## src/rtl/useq_decoder.sv

```systemverilog
// useq_decoder: microcoded FETCH/DECODE/READ/EXEC sequencer with micro-word expansion; USEQ_PERF_EN adds instr_count
module useq_decoder #(
    parameter int DATA_W = 16,
    parameter int OPC_W = 6,
    parameter int UADDR_W = 8,
    parameter int FETCH_UADDR = 2,
    parameter logic [15:0] HALT_INSTR = 16'hFE00
) (
    input  logic               clk,
    input  logic               reset,
    input  logic [15:0]        instr,
    input  logic [39:0]        uword,
    input  logic               mem_ack,
    input  logic               stall,
    input  logic               resume,
    output logic [UADDR_W-1:0] uaddr,
    output logic               mar_ld,
    output logic               mdr_ld,
    output logic               ir_ld,
    output logic               reg_ld,
    output logic               ram_ld,
    output logic               incr_pc,
    output logic               be,
    output logic [2:0]         regr0s,
    output logic [2:0]         regr1s,
    output logic [2:0]         regws,
    output logic [1:0]         mdrs,
    output logic [1:0]         op0s,
    output logic [1:0]         op1s,
    output logic [2:0]         alufunc,
    output logic [2:0]         cond,
    output logic               cond_chk,
    output logic [DATA_W-1:0]  imm,
    output logic [2:0]         phase,
    output logic               commit,
`ifdef USEQ_PERF_EN
    output logic [31:0]        instr_count,
`endif
    output logic               halted
);
    typedef enum logic [2:0] {FETCH, DECODE, READ, EXEC, HALT} phase_t;
    localparam logic [39:0] TBL = {5'h1F, 5'h1E, 5'h1C, 5'h18, 5'h08, 5'h04, 5'h02, 5'h01};
    phase_t st, st_nx;
    logic cm, cm_nx, halt_in, live, done;
    logic [OPC_W-1:0] opc;
    logic [4:0] t;
    logic [2:0] imms;
    logic unused_bits;
    function automatic logic [2:0] sel(input logic [3:0] f, input logic [15:0] i);
        return f == 4'd8 ? i[8:6] : f == 4'd9 ? i[5:3] : f == 4'd10 ? i[2:0] :
               f == 4'd11 ? {1'b0, i[1:0]} + 3'd1 : f[2:0];
    endfunction
    assign opc = instr[15] ? OPC_W'(instr[14:9]) : OPC_W'(instr[14:13]);
    assign halt_in = st == DECODE && !cm && instr == HALT_INSTR;
    assign live = !reset && !stall && st != HALT && !halt_in;
    assign done = cm && (!uword[33] || mem_ack);
    assign unused_bits = ^uword[2:0];
    assign mar_ld = live && !cm && uword[39];
    assign mdr_ld = live && !cm && uword[37];
    assign ir_ld = live && done && uword[38];
    assign reg_ld = live && done && uword[36];
    assign ram_ld = live && done && uword[35];
    assign incr_pc = live && done && uword[34];
    assign be = live && done && uword[32];
    assign regr0s = sel(uword[31:28], instr);
    assign regr1s = sel(uword[27:24], instr);
    assign regws = sel(uword[23:20], instr);
    assign mdrs = uword[19:18];
    assign op0s = uword[14:13];
    assign op1s = uword[12:11];
    assign alufunc = uword[7:5];
    assign cond_chk = uword[8];
    assign cond = uword[10:9] == 2'd2 ? instr[2:0] : uword[10:9] == 2'd1 ? 3'd1 : 3'd0;
    assign phase = st;
    assign commit = cm;
    assign halted = st == HALT;
    assign imms = uword[17:15];
    assign t = TBL[instr[8:6]*5 +: 5];
    // micro-address per phase and immediate expansion
    always_comb begin
        uaddr = st == DECODE ? UADDR_W'(opc) :
                st == READ ? UADDR_W'(opc) + UADDR_W'(1 << OPC_W) :
                st == EXEC ? UADDR_W'(opc) + UADDR_W'(2 << OPC_W) : UADDR_W'(FETCH_UADDR);
        imm = imms == 3'd0 ? {{(DATA_W-7){instr[8]}}, instr[8:2]} :
              imms == 3'd1 ? {{(DATA_W-10){instr[12]}}, instr[12:3]} :
              imms == 3'd2 ? {{(DATA_W-13){instr[12]}}, instr[12:0]} :
              imms == 3'd3 ? {{(DATA_W-5){t[4]}}, t} :
              imms == 3'd4 ? {{(DATA_W-7){1'b0}}, instr[8:2]} : '0;
    end
    // phase/commit sequencing: stall freezes, setup is one cycle, commit waits on mem_ack when asked
    always_comb begin
        st_nx = st;
        cm_nx = cm;
        if (stall) begin
            st_nx = st;
        end else if (st == HALT) begin
            st_nx = resume ? FETCH : HALT;
        end else if (!cm) begin
            st_nx = halt_in ? HALT : st;
            cm_nx = !halt_in;
        end else if (done) begin
            cm_nx = 1'b0;
            st_nx = st == FETCH ? DECODE : st == READ ? EXEC : st == EXEC ? FETCH :
                    uword[4] ? FETCH : uword[3] ? EXEC : READ;
        end
    end
    // state register
    always_ff @(posedge clk) begin
        if (reset) begin
            st <= FETCH;
            cm <= 1'b0;
        end else begin
            st <= st_nx;
            cm <= cm_nx;
        end
    end
`ifdef USEQ_PERF_EN
    // count instructions retired into FETCH from a DECODE or EXEC commit
    always_ff @(posedge clk) begin
        if (reset)
            instr_count <= '0;
        else if (!stall && done && st_nx == FETCH && (st == DECODE || st == EXEC))
            instr_count <= instr_count + 32'd1;
    end
`endif
endmodule

```

## config.mk

```make
export PLATFORM = sky130hd
export DESIGN_NAME = useq_decoder
export DESIGN_NICKNAME = d
export VERILOG_FILES = /design/src/rtl/useq_decoder.sv
export SDC_FILE = /design/constraint.sdc
export NUM_CORES = 1
export LEC_CHECK = 0
export CORE_ASPECT_RATIO = 0.6
export CORE_MARGIN = 2
export CORE_UTILIZATION = 32
export CTS_BUF_LIST = sky130_fd_sc_hd__clkbuf_8 sky130_fd_sc_hd__clkbuf_16
export DETAILED_ROUTE_END_ITERATION = 10
export GPL_TIMING_DRIVEN = 0
export PLACE_DENSITY = 0.88
export SLEW_MARGIN = 0
export SYNTH_ARGS = -nofsm -noshare
export SYNTH_HDL_FRONTEND = slang
export SYNTH_SLANG_ARGS = --single-unit
export TNS_END_PERCENT = 20
```

## constraint.sdc

```tcl
create_clock -name clk -period 2.5 [get_ports clk]
set_input_delay 0.5 -clock clk [delete_from_list [all_inputs] [get_ports clk]]
set_output_delay 0.5 -clock clk [all_outputs]
set_load 0.01 [all_outputs]
```

Word level (Yosys, flattened, before mapping)
Index checks and enable logic that the tools add are counted.

Register bits: 4. Input port bits: 61. Output and inout port bits: 58. Logic and storage cells: 95.

Add/sub/neg operators: 3. $mul: 1. Eq/ne operators: 25. Shift operators: 1. Muxes and demuxes: 35. Bitwise operators: 2. Reductions and logical operators: 26.

Operator list (count): two-way mux 16 bit (4); two-way mux 3 bit (18); equality test 4 bit, second input constant (12); indexed part select 40 x 7 -> 5 bit, first input constant (1); two-way mux 8 bit (3); equality test 16 bit, second input constant (1); logical AND 1 bit (15); equality test 3 x 2 -> 1 bit, second input constant (4); adder 6 x 7 -> 8 bit, second input constant (1); adder 6 x 8 -> 8 bit, second input constant (1); two-way mux 2 bit (4); two-way mux 7 bit (1); equality test 3 x 1 -> 1 bit, second input constant (2); equality test 3 bit, second input constant (2); logical NOT 3 bit (2); multiplier 3 x 3 -> 6 bit, second input constant (1); two-way mux 6 bit (1); logical NOT 1 bit (5); two-way mux 1 bit (4); adder 2 x 1 -> 3 bit, second input constant (1); inequality test 3 x 2 -> 1 bit, second input constant (1); inequality test 3 bit, second input constant (1); AND reduction 3 bit (1); nonzero test 3 bit (1); 5 further kinds (6).

Longest topological paths before layout
Gate-level depths: netlist of the first run.

Depth in word-level cells: 8. Depth in mapped cells: 7. Gate-level depth less buffers: 6.

Least setup slack after synthesis of the first run
OpenSTA, ideal clock, no wires.

Kind: in2out. From: input port instr[0]. To: output port mar_ld. Data arrival time: 1884 ps. Data required time: 2000 ps. Path slack: 116 ps. Stages on the path: 7. Buffers on the path: 1. Cells stage by stage: clkbuf_1 inv_1 ha_1 and3_1 nand3_1 o21ai_0 nor4b_1.

Cells in the longest elaborated chain, start to end: 6.

RTL lines: from (decl) (RTL line 11) `input logic [15:0] instr,`; equality test 16 bit (RTL line 54) `assign halt_in = st == DECODE && !cm && instr == HALT_INSTR;`; logical AND 1 bit (RTL line 54); logical NOT 1 bit (RTL line 55) `assign live = !reset && !stall && st != HALT && !halt_in;`; logical AND 1 bit (RTL line 55); logical AND 1 bit (2 in a row) (RTL line 58) `assign mar_ld = live && !cm && uword[39];`; to (decl) (RTL line 17) `output logic mar_ld,`.

No other way between the ends.

Final worst setup path of the first run
From: input port instr[5]. To: output port ir_ld.

Cells in the longest elaborated chain, start to end: 6.

RTL lines: equality test 16 bit (RTL line 54); logical AND 1 bit (RTL line 54); logical NOT 1 bit (RTL line 55); logical AND 1 bit (RTL line 55); logical AND 1 bit (2 in a row) (RTL line 60) `assign ir_ld = live && done && uword[38];`; to (decl) (RTL line 19) `output logic ir_ld,`.

No other way between the ends.

==> results, run 1 <==
- Entering global routing, the biggest net connects 11 pins.
- For this run, the slowest stage of the critical path takes about 0.31 ns.
- The setup slack of the most critical reg-to-reg path is 0.61 ns.
- The initial antenna violation count is 0.
- Summing the areas of all compound-gate instances in the mapped netlist gives around 30% of the synthesized area.
- The overall routed net length is 4990 um.
- The first global-routing pass estimated 7450 um of wire.
- The number of different library cells in the post-synthesis netlist is 42.
- The number of hold buffers added after CTS is 0.
- The kind of capture point of the worst setup path is a primary output.
- Across all layers, the routed design uses 1843 vias.
- After routing the design area is about 2600 um2.
- The longest clock path from root to sink contains 2 buffers.
- The total overflow left after global routing is 0.
- The length of the first detailed-routing pass in iterations is 4.
- In this run the power spent charging and discharging nets is 0.205 mW.
- After floorplanning, the core was sized to cover between 4000 and 5000 um2.
- Global routing consumed, over all layers together, 20.1% of the routing resources.
- Yosys attributes the largest share of cell area to sky130_fd_sc_hd__mux2i_1 9.7%, sky130_fd_sc_hd__o21ai_0 8.6%, sky130_fd_sc_hd__buf_4 7.3%.
- The starting density of the core is around 33%.
- Port buffering added 103 buffers.
- The die boundary height is 54.1 um.
- The TritonCTS clock tree is yes.
- The die extent in x is 87.4 um.
- The die covers 4730 um2.
- The post-route netlist has 21.4% of its cells at a drive strength greater than 1.
- The kind of start point of the critical path is an input port.
- The critical path's slowest cell is sky130_fd_sc_hd__clkdlybuf4s15_1.
- The required time of the worst setup path is around 2 ns.
- At the later pin of the worst-skew pair, clock insertion delay measures 0.22 ns.
- The total count of hold-check failures in the final report is 0.
- The number of nets handed over by synthesis was 260.
- The number of global-route vias before repair is 1603.
- The flow ran to the end, and the final reports show no timing, DRC or antenna violations.
- The DRC violation count after routing is 0.
- The internal power summed over all cells is between 0.3 and 0.4 mW.
- sky130_fd_sc_hd__mux2i_1 takes more of the synthesized area than any other cell.
- Detailed placement finished with a half-perimeter wire length of 3940 um.
- The maximum level of the CTS H-tree is 1.
- The share of synthesized registers carrying an async set or reset is 0%.
- In this run, synthesis inferred 0 flip-flops with an integrated enable.
- The kind of cell with the highest combined delay along the critical path is simple AND/OR/NAND/NOR gates.
- At the worst endpoint, the arrival time is around 1.9 ns.
- The cell count after synthesis is 197.
- The commonest cells after synthesis are 23 x sky130_fd_sc_hd__o21ai_0, 17 x sky130_fd_sc_hd__nor2_1, 15 x sky130_fd_sc_hd__nand2_1.
- The worst min-delay path class is reg -> reg.
- The signal on the critical path passes through clkdlybuf4s15_1, nor4b_4, nand3_4, o2111a_2, buf_6, and2_1, buf_2.
- Combinational cells account for 63.9% of the total power.
- The part of the Yosys area used for sequential elements is 5.99%.
- Setup repair after global routing left no endpoint under its margin.
- The area of the mapped netlist is 1340 um2.
- After Yosys synthesis, XOR and XNOR cells account for 0.655% of the synthesized area.
- Across the routed clock network, the largest skew measured is approximately 0.0067 ns.
- The cell depth of the worst flop-to-flop path is 5.
- Of the total power, the share spent switching nets is 35.1%.
- Once detail routing completed, the nets flagged for antenna violations numbered 0.
- The maximum net fanout on the critical path is 6.
- The synthesis-to-layout area growth is 92.4%.
- The clock tree root driver cell is sky130_fd_sc_hd__clkbuf_8.
- The worst path uses 97.2% of the clock period.
- The max-slew violation total from the final report is 0.
- For this design the top-level I/O count stands at 119.
- The total number of placement rows is 18.
- Counting flops and latches in the post-synthesis netlist gives 4.
- The worst slew margin relative to its limit is 77.0%.
- The number of warnings printed during yosys synthesis is 0.
- The worst-case IR drop observed on VDD is 0.000245 V.
- The final layout net count is around 370.
- The number of fill cells is around 390.
- The diode insertion count for antenna repair is 0.
- The power consumption is around 0.58 mW.
- Summed over its instances, the top area cell type makes up 9.74% of the synthesized netlist area.
- The congestion estimate from routability-driven global placement came to between 0.8 and 0.9.
- Counting I/O delays and the setup requirement, the final critical path takes 2.43 ns.
- The startpoint identified for the worst register-to-register timing path is commit.
- In this run the critical register-to-register path is captured at phase[1].
- Clock tree synthesis found a total of 4 sinks.
- After synthesis, the largest family of logic cells by area is simple AND/OR/NAND/NOR gates.
- The path with the worst hold slack has its endpoint at phase[0].
- Of the total synthesized cell area, the portion taken by AND, OR, NAND and NOR gates is 33.8%.
- The synthesized netlist devotes 1.87% of its cell area to adder and majority cells.
- For this design the static power due to leakage is 1.20 nW.
- The first routing iteration left 55 violations.
- The placed standard-cell area is ~2400 um2.
- Dividing the detail-routed wire length by the instance count gives 13.9 um.
- The actual slew at the worst max-slew pin is 0.344 ns.
- The path type of the worst setup path is in -> out.
- The dominant synthesized flop cell is sky130_fd_sc_hd__dfxtp_1.
- Using the TritonRoute via totals, the vias-per-cell ratio works out to around 5.1.
- The buffer and inverter count on the worst path is 3.
- The TritonCTS buffer count is 3.
- The post-synthesis mux area share is 15.6%.
- The clock network is responsible for 23.9% of the overall power.
- Max-cap violations in this run came to 0.
- Power spread over the standard cell area amounts to 226 nW/um2.
- Clock-pin slew was measured on the worst setup and hold paths at about 0.030 ns.
- The worst hold path depth is 2.
- The average footprint of a synthesized cell is 6.78 um2.
- Static timing analysis puts the maximum clock frequency at 412 MHz.
- Setup violations remaining at the end of the flow were counted as 0.
- The startpoint of the tightest hold check path is phase[0].
- Yosys instantiated no cell more often than sky130_fd_sc_hd__o21ai_0.
- The proportion of power drawn by flip-flops and latches is 12.1%.
==> power groups by stage <==
stage	clock network (mW)	logic (mW)	registers, mW
4_1_cts	0.141	0.366	0.0704
2_1_floorplan	0	0.164	0.0708
6_report	0.139	0.372	0.0707
3_3_place_gp	0	0.371	0.0709
3_5_place_dp	0	0.377	0.0713
5_1_grt	0.146	0.404	0.0711
==> worst reg2reg max path, delay by kind of cell (launching register included) <==
family | cells | cell delay (ns)
buf+inv | 1 | 0.20
simple gates | 2 | 0.51
mux | 1 | 0.36
compound gates | 1 | 0.32
flops | 1 | 0.39
==> registers in the layout, indices dropped and copies added (netlist names) <==
register  cells
phase         3
commit        1
==> cells in the final DEF, fill, tap and decap left out, drive strengths merged, types with 2 or more instances in the layout <==
master	count
nand2	15
nand2b	6
and2	9
o31ai	6
dlymetal6s2s	8
inv	5
mux4	3
nor2	17
a211oi	2
clkdlybuf4s15	3
a21oi	13
ha	2
nor2b	9
nor4b	4
dlygate4sd2	22
a21o	8
nand3	3
clkdlybuf4s50	57
a31oi	3
o21ai	23
nor3b	2
or3	2
or2b	2
mux2i	13
clkbuf	16
and3	5
dfxtp	4
buf	29
a22oi	3
o22ai	2
==> worst max-delay path by stage <==
stage | end | start | slack, ns | cells after the start
final | ir_ld | instr[5] | 0.07 | 7
after global routing | ir_ld | instr[0] | 0.002 | 10
after CTS | be | instr[7] | -0.19 | 7
after detailed placement | mar_ld | instr[0] | -1.08 | 9
after global placement | mdr_ld | instr[0] | -1.04 | 9
after floorplan | mar_ld | instr[0] | 0.12 | 7
==> what timing repair did <==
action / in CTS / in global routing
pin swaps: 4 / 5
endpoints found under the hold margin: 0 / 0
buffers inserted: 3 / 3
endpoints found under the setup margin: 33 / 24
gates resized for setup: 77 / 49
==> layer usage <==
| metal | wire length (um) | global-route usage [%] | vias to the layer above |
|---|---|---|---|
| met5 | 0 | 0 | - |
| met2 | 2300 | 33.0 | 71 |
| met4 | 67 | 6.15 | 0 |
| li1 | - | - | 933 |
| met3 | 307 | 1.99 | 6 |
| met1 | 2310 | 28.1 | 833 |
==> metrics by stage <==
stage	utilization (%)	cells	setup TNS (ns)	hold WS [ns]	setup WS, ns
after floorplan	-	197	0	0.569	0.116
after global placement	59.9	350	-16.50	0.661	-1.04
after detailed placement	59.9	350	-17.32	0.677	-1.08
after CTS	61.9	355	-0.969	0.686	-0.188
after global routing	63.4	358	0	0.652	0.00222
final	63.4	358	0	0.629	0.0706
==> kinds of logic after synthesis <==
kind of cell             after synthesis
multiplexers                          17
XOR/XNOR                               1
adder cells (fa/ha/maj)                2
buffers and inverters                 29
AND/OR/NAND/NOR                       80
flip-flops                             4
AO/OA/AOI/OAI                         64
==> cell type report <==
| class | instances | area, um2 | area share, % |
|---|---|---|---|
| Timing Repair Buffer | 109 | 1010 | 39.4 |
| Multi-Input combinational cell | 164 | 1160 | 45.1 |
| Buffer | 23 | 195 | 7.59 |
| Tap cell | 50 | 62.6 | 2.43 |
| Sequential cell | 4 | 81.3 | 3.16 |
| Inverter | 5 | 18.8 | 0.730 |
| Clock buffer | 3 | 41.3 | 1.61 |
(Power assumes the default switching activity.)
==> run 2: changes to the inputs <==
SKIP_LAST_GASP = 1   (was default)
==> run 2 against run 1 <==
Compared with the run above:
- the flow now finishes with violations (setup timing)
- via count grew 0.65%
- utilization is 0.68 points higher
- register-to-register slack hardly changed
- worst setup slack got worse by 0.16 ns
- final cell count did not move
- largest cell class unchanged
- largest power group unchanged
- highest routed layer unchanged
==> results, run 2 (synthesized netlist as in run 1, its figures left out) <==
- The run finished, with violations left.
- The checks that failed: setup timing.
- The detailed-routing wirelength on met1 is 2300 um (-0.22%).
- Relative to the synthesized area, the layout overhead comes to 94.5%.
- The end-of-flow core utilization is 64.1% (+0.68 points).
- The standard cell core area is 4050 um2 (unchanged).
- The length of the first detailed-routing pass in iterations is 5 (+1).
- The clock latency reported for the late side of the worst-skew pair was 0.22 ns (about the same).
- The count of buffers from port buffering came to 103 (unchanged).
- The top-level port count is 119 (unchanged).
- The max-slew violation total from the final report came to 0 (unchanged).
- The worst voltage drop across the vdd grid came to 0.000249 V (+1.9%).
- The fmax is 386 MHz (-6.2%).
- The endpoint of the worst-slack reg-to-reg timing path is phase[1].
- The TritonCTS clock tree is yes.
- The setup slack of the most critical reg-to-reg path is 0.61 ns (about the same).
- The die boundary height is 54.1 um (unchanged).
- The total met3 wirelength after detailed routing was 302 um (-1.6%).
- The die extent in x is 87.4 um (unchanged).
- Leaving out fill and tap cells, the most frequent cell in the layout is sky130_fd_sc_hd__clkdlybuf4s50_1.
- The actual slew at the worst max-slew pin is 0.422 ns (+0.0780 ns).
- The maximum net fanout on the critical path was 6 (unchanged).
- The vias per cell is 5.18 (+0.65%).
- The worst min-delay path class is reg -> reg.
- The starting density of the core was 33.0% (unchanged).
- The clock edge transition at the registers on the reported setup and hold paths came to 0.03 ns (about the same).
- The static power due to leakage came to 1.21 nW (+1.1%).
- The remaining antenna violation count after routing is 0 (unchanged).
- The count of final setup violators is 6 (+6).
- The worst setup slack before clock tree synthesis is -1.08 ns (unchanged).
- The final HPWL from detailed placement is 3940 um (unchanged).
- The worst-case clock buffer depth came to 2 (unchanged).
- The final layout net count is 373 (unchanged).
- The flip-flop count of the largest register after layout is 3 (unchanged).
- The post-route worst setup slack came to -0.0898 ns (-0.160 ns).
- The required time of the worst setup path was 2.00 ns (about the same).
- The TritonCTS buffer count is 3 (unchanged).
- The worst slew margin relative to its limit is 71.8% (-5.2 points).
- The maximum number of pins on one net before global-route repair is 11 (unchanged).
- The overall routed net length is 4960 um (-0.46%).
- The placer congestion estimate is 0.888 (unchanged).
- The worst hold margin is 0.627 ns (-0.00164 ns).
- The worst setup path startpoint is instr[5].
- The met2 layer wire length in the routed design was 2310 um (+0.26%).
- The cell sitting at the root of the clock tree is a sky130_fd_sc_hd__clkbuf_8.
- In the layout the commonest cells are 68 x sky130_fd_sc_hd__clkdlybuf4s50_1, 22 x sky130_fd_sc_hd__o21ai_0, 18 x sky130_fd_sc_hd__buf_4.
- The per-cell routed wire length is 13.9 um (-0.46%).
- The cell depth of the worst flop-to-flop path is 5 (unchanged).
- The wire length of the first global-routing pass is 7470 um (+0.27%).
- The power per unit of standard cell area was 227 nW/um2 (+0.38%).
- The total number of placement rows is 18 (unchanged).
- Setup repair after global routing could not meet its margin everywhere.
- The number of global-route vias before repair is 1605 (+0.12%).
- The shortest period the worst path allows is 2.59 ns (+0.160 ns).
- The die area was 4730 um2 (unchanged).
- The detailed-route via count is 1855 (+0.65%).
- The path type of the worst setup path is in -> out.
- The initial antenna violation count came to 0 (unchanged).
- The highest metal layer with signal wires is met4.
- The max-capacitance violation count is 0 (unchanged).
- The diode insertion count for antenna repair was 0 (unchanged).
- The number of DRC violations after detailed-routing iteration 0 is 95 (+73%).
- The setup clock skew after layout is 0.00713 ns (+0.000446 ns).
- The final sum of negative setup slack is -0.205 ns (-0.205 ns).
- The area of all placed cells without fillers is 2600 um2 (+1.1%).
- The start of the worst register-to-register path is commit.
- The fraction of layout instances using a drive strength above 1 was 18.8% (-2.6 points).
- The total count of hold-check failures in the final report is 0 (unchanged).
- The arrival time at the worst endpoint was 2.09 ns (+0.16 ns).
- The maximum level of the CTS H-tree is 1 (unchanged).
- The kind of start point of the critical path is an input port.
- The DRC violation count after routing is 0 (unchanged).
- The critical path endpoint is imm[3].
- The worst setup path is captured at a primary output.
- The final cycle utilization of the critical path was 104% (+6.4 points).
- The final global-route overflow total is 0 (unchanged).
- The placed standard-cell area is 2430 um2 (unchanged).
- The total routing usage reported by global routing is 20.1% (unchanged).
- The clock net sink count is 4 (unchanged).
run 2: changes by cell type in the layout (fill, tap and decap cells not counted), sizes merged:
cell           delta
buf               -4
clkbuf            -2
clkdlybuf4s15     -1
clkdlybuf4s50    +11
dlygate4sd2       -8
dlymetal6s2s      +4
run 2: repair_timing:
item	4_1_cts	5_1_grt
setup endpoints to repair	33	33
endpoints found under the hold margin	0	0
hold buffers	0	0
gates resized for setup	49	46
pin swaps	2	6
setup buffers	3	3
run 2: per-stage QoR:
stage	std cells	power [mW]
after global routing	358	0.629
final	358	0.591
after detailed placement	350	0.448
after CTS	355	0.586
after floorplan	197	0.235
after global placement	350	0.442
run 2: power breakdown:
part / switching, mW / internal [mW]
sequential: 0.00441 / 0.0662
combinational: 0.163 / 0.217
clock: 0.0368 / 0.103
run 2: layout make-up:
cell class                 count  area, um2
fill                         388       1460
multi-input combinational    164       1150
timing repair buffer         109       1060
buffer                        23        183
sequential                     4       81.3
tap                           50       62.6
clock buffer                   3       41.3
inverter                       5       18.8
run 2: worst max-delay path, cell delays in order:
cell and delay [ns]:
sky130_fd_sc_hd__dlygate4sd2_1 0.38, sky130_fd_sc_hd__nor2b_1 0.22, sky130_fd_sc_hd__a21oi_1 0.05, sky130_fd_sc_hd__o2bb2a_1 0.29
sky130_fd_sc_hd__nor2_1 0.11, sky130_fd_sc_hd__clkdlybuf4s50_1 0.55
run 2: worst min-delay path by stage:
stage / startpoint / to / slack, ns / depth (start not counted)
2_1_floorplan: reset / phase[2] / 0.57 / 1
3_3_place_gp: phase[0] / phase[0] / 0.66 / 2
3_5_place_dp: phase[0] / phase[0] / 0.68 / 2
4_1_cts: phase[0] / phase[0] / 0.69 / 2
5_1_grt: phase[0] / phase[0] / 0.65 / 2
6_report: phase[0] / phase[0] / 0.63 / 2
run 2: per-layer routing:
| metal | track usage (%) | vias to the layer above |
|---|---|---|
| li1 | - | 927 |
| met1 | 27.9 | 853 |
| met2 | 33.2 | 71 |
| met3 | 1.99 | 4 |
| met4 | 6.15 | 0 |
| met5 | 0 | - |
==> patch: new RTL, config.mk and constraints of run 2 <==
Build with the macro `USEQ_PERF_EN` defined.
--- a/src/rtl/useq_decoder.sv
+++ b/src/rtl/useq_decoder.sv
@@ -1,3 +1,5 @@
 // useq_decoder: microcoded FETCH/DECODE/READ/EXEC sequencer with micro-word expansion; USEQ_PERF_EN adds instr_count
+`define USEQ_PERF_EN
+
 module useq_decoder #(
     parameter int DATA_W = 16,
Formal check against the unedited RTL (old outputs only; new: instr_count): equivalent (Yosys induction, for registers that start in step).
==> patch against run 2 <==
The run still ends with setup timing left; die area rose by 98%; largest cell class is now multi-input combinational cells; sequential cell count rose by 32; wire length rose by 110%; global-route usage rose by 0.29 points; total power rose to 2.9 times the old value; largest power group is now clock; synthesized area rose by 110%; non-clock buffer count rose by 48; via count rose by 91%; worst setup slack got worse by 0.072 ns; synthesized cell count rose by 93%; sequential share of layout area rose by 13 points; critical endpoint is now regr0s[2]; cell area rose by 77%.
==> patch: results (changes against run 2) <==
status=finished with violations; violated checks=setup timing; post-place setup slack=-0.911 ns (+0.165 ns); number of unique standard cell types used by synthesis=46 (+9.5%); worst hold endpoint=instr_count[30]; register clock-pin slew on the reported worst setup and hold paths=0.05 ns (+0.02 ns); switch share=25.3% (-9.2 points); R2R setup slack=0.19 ns (-0.42 ns); Routability Congestion=0.910 (+2.5%); WL met2=4590 µm (+99%); multi-input combinational area share=40.2% (-4.1 points); Sink Count=36 (+32); comb pwr=0.000431 W (+13%); FF-to-FF End=instr_count[15]; sequential area share after synthesis=26.2% (+20 points); vias in the first global route=3174 (+98%); sequential cell area=722 µm² (+790%); Worst Path Arrival=2.16 ns (+0.07 ns); met1 wire length=4540 µm (+97%); Placement Rows=26 (+8); H-tree Lvls=2 (+1); top area cells in the synthesized netlist=dfxtp_1 26%, o21ai_0 7.5%, a21oi_1 7.1%, nand2_1 4.6%, nor2_1 4.5%; Hold Startpoint=reset; postcts setup bufs=10 (+7); multi-input gates=295 (+80%); Total Nets Final=597 (+60%); Final setup viols=10 (+4); grt met1 use=28.6% (+0.66 points); post_cts resized=90 (+84%); syn nets=445 (+71%); port bufs=135 (+31%); final worst slack=-0.162 ns (-0.0721 ns); Fin Hold WS=0.455 ns (-0.172 ns); CP max FO=4 (-2); met3 wire len=856 µm (+180%); cell at the slowest stage of the critical path=mux4_2; first-pass GRT wire length=15400 µm (+110%); largest net degree at the start of global routing=12 (+1); Post-Place Cell Area=4240 µm² (+75%); max incr delay on CP=0.48 ns (-0.07 ns); leakage=1.80 nW (+49%); Clock group=0.000691 W (+390%); nonclk buf count=180 (+36%); Pwr top=clock; layout cells sized above 1=15.0% (-3.8 points); initial DRC count=192 (+100%); clk root buf=clkbuf_16; worst-margin pin slew=0.772 ns (+0.351 ns); met3 usage=4.04% (+2.0 points); Placed Cells=628 (+79%)
## patch: changes by cell type in the layout (fill, tap and decap cells not counted), moves of 11 or more
cell             before  now
o21ai_0              22   39
a21oi_1              13   38
nand2_1              15   32
clkdlybuf4s50_1      68   94
nor2_1               15   29
dlygate4sd2_1        14   26
nand3_1               2   13
dfxtp_1               3   35
or3_1                 2   16
## patch: worst max path at each step
stage / start / end / slack (ns) / depth (start not counted)
5_1_grt: instr[1] / regr0s[2] / -0.23 / 5
4_1_cts: phase[1] / ir_ld / -0.23 / 6
2_1_floorplan: uword[16] / imm[13] / 0.21 / 6
3_5_place_dp: uword[16] / imm[15] / -0.91 / 8
3_3_place_gp: instr[3] / mar_ld / -0.85 / 6
6_report: instr[1] / regr0s[2] / -0.16 / 5
## patch: cells by family after synthesis
group / after synthesis / synth area share [%]
xor+xnor: 9 / 2.87
flops: 36 / 26.2
simple gates: 160 / 30.5
buf+inv: 50 / 9.79
mux: 15 / 6.87
compound gates: 108 / 22.3
fa+ha+maj: 3 / 1.37
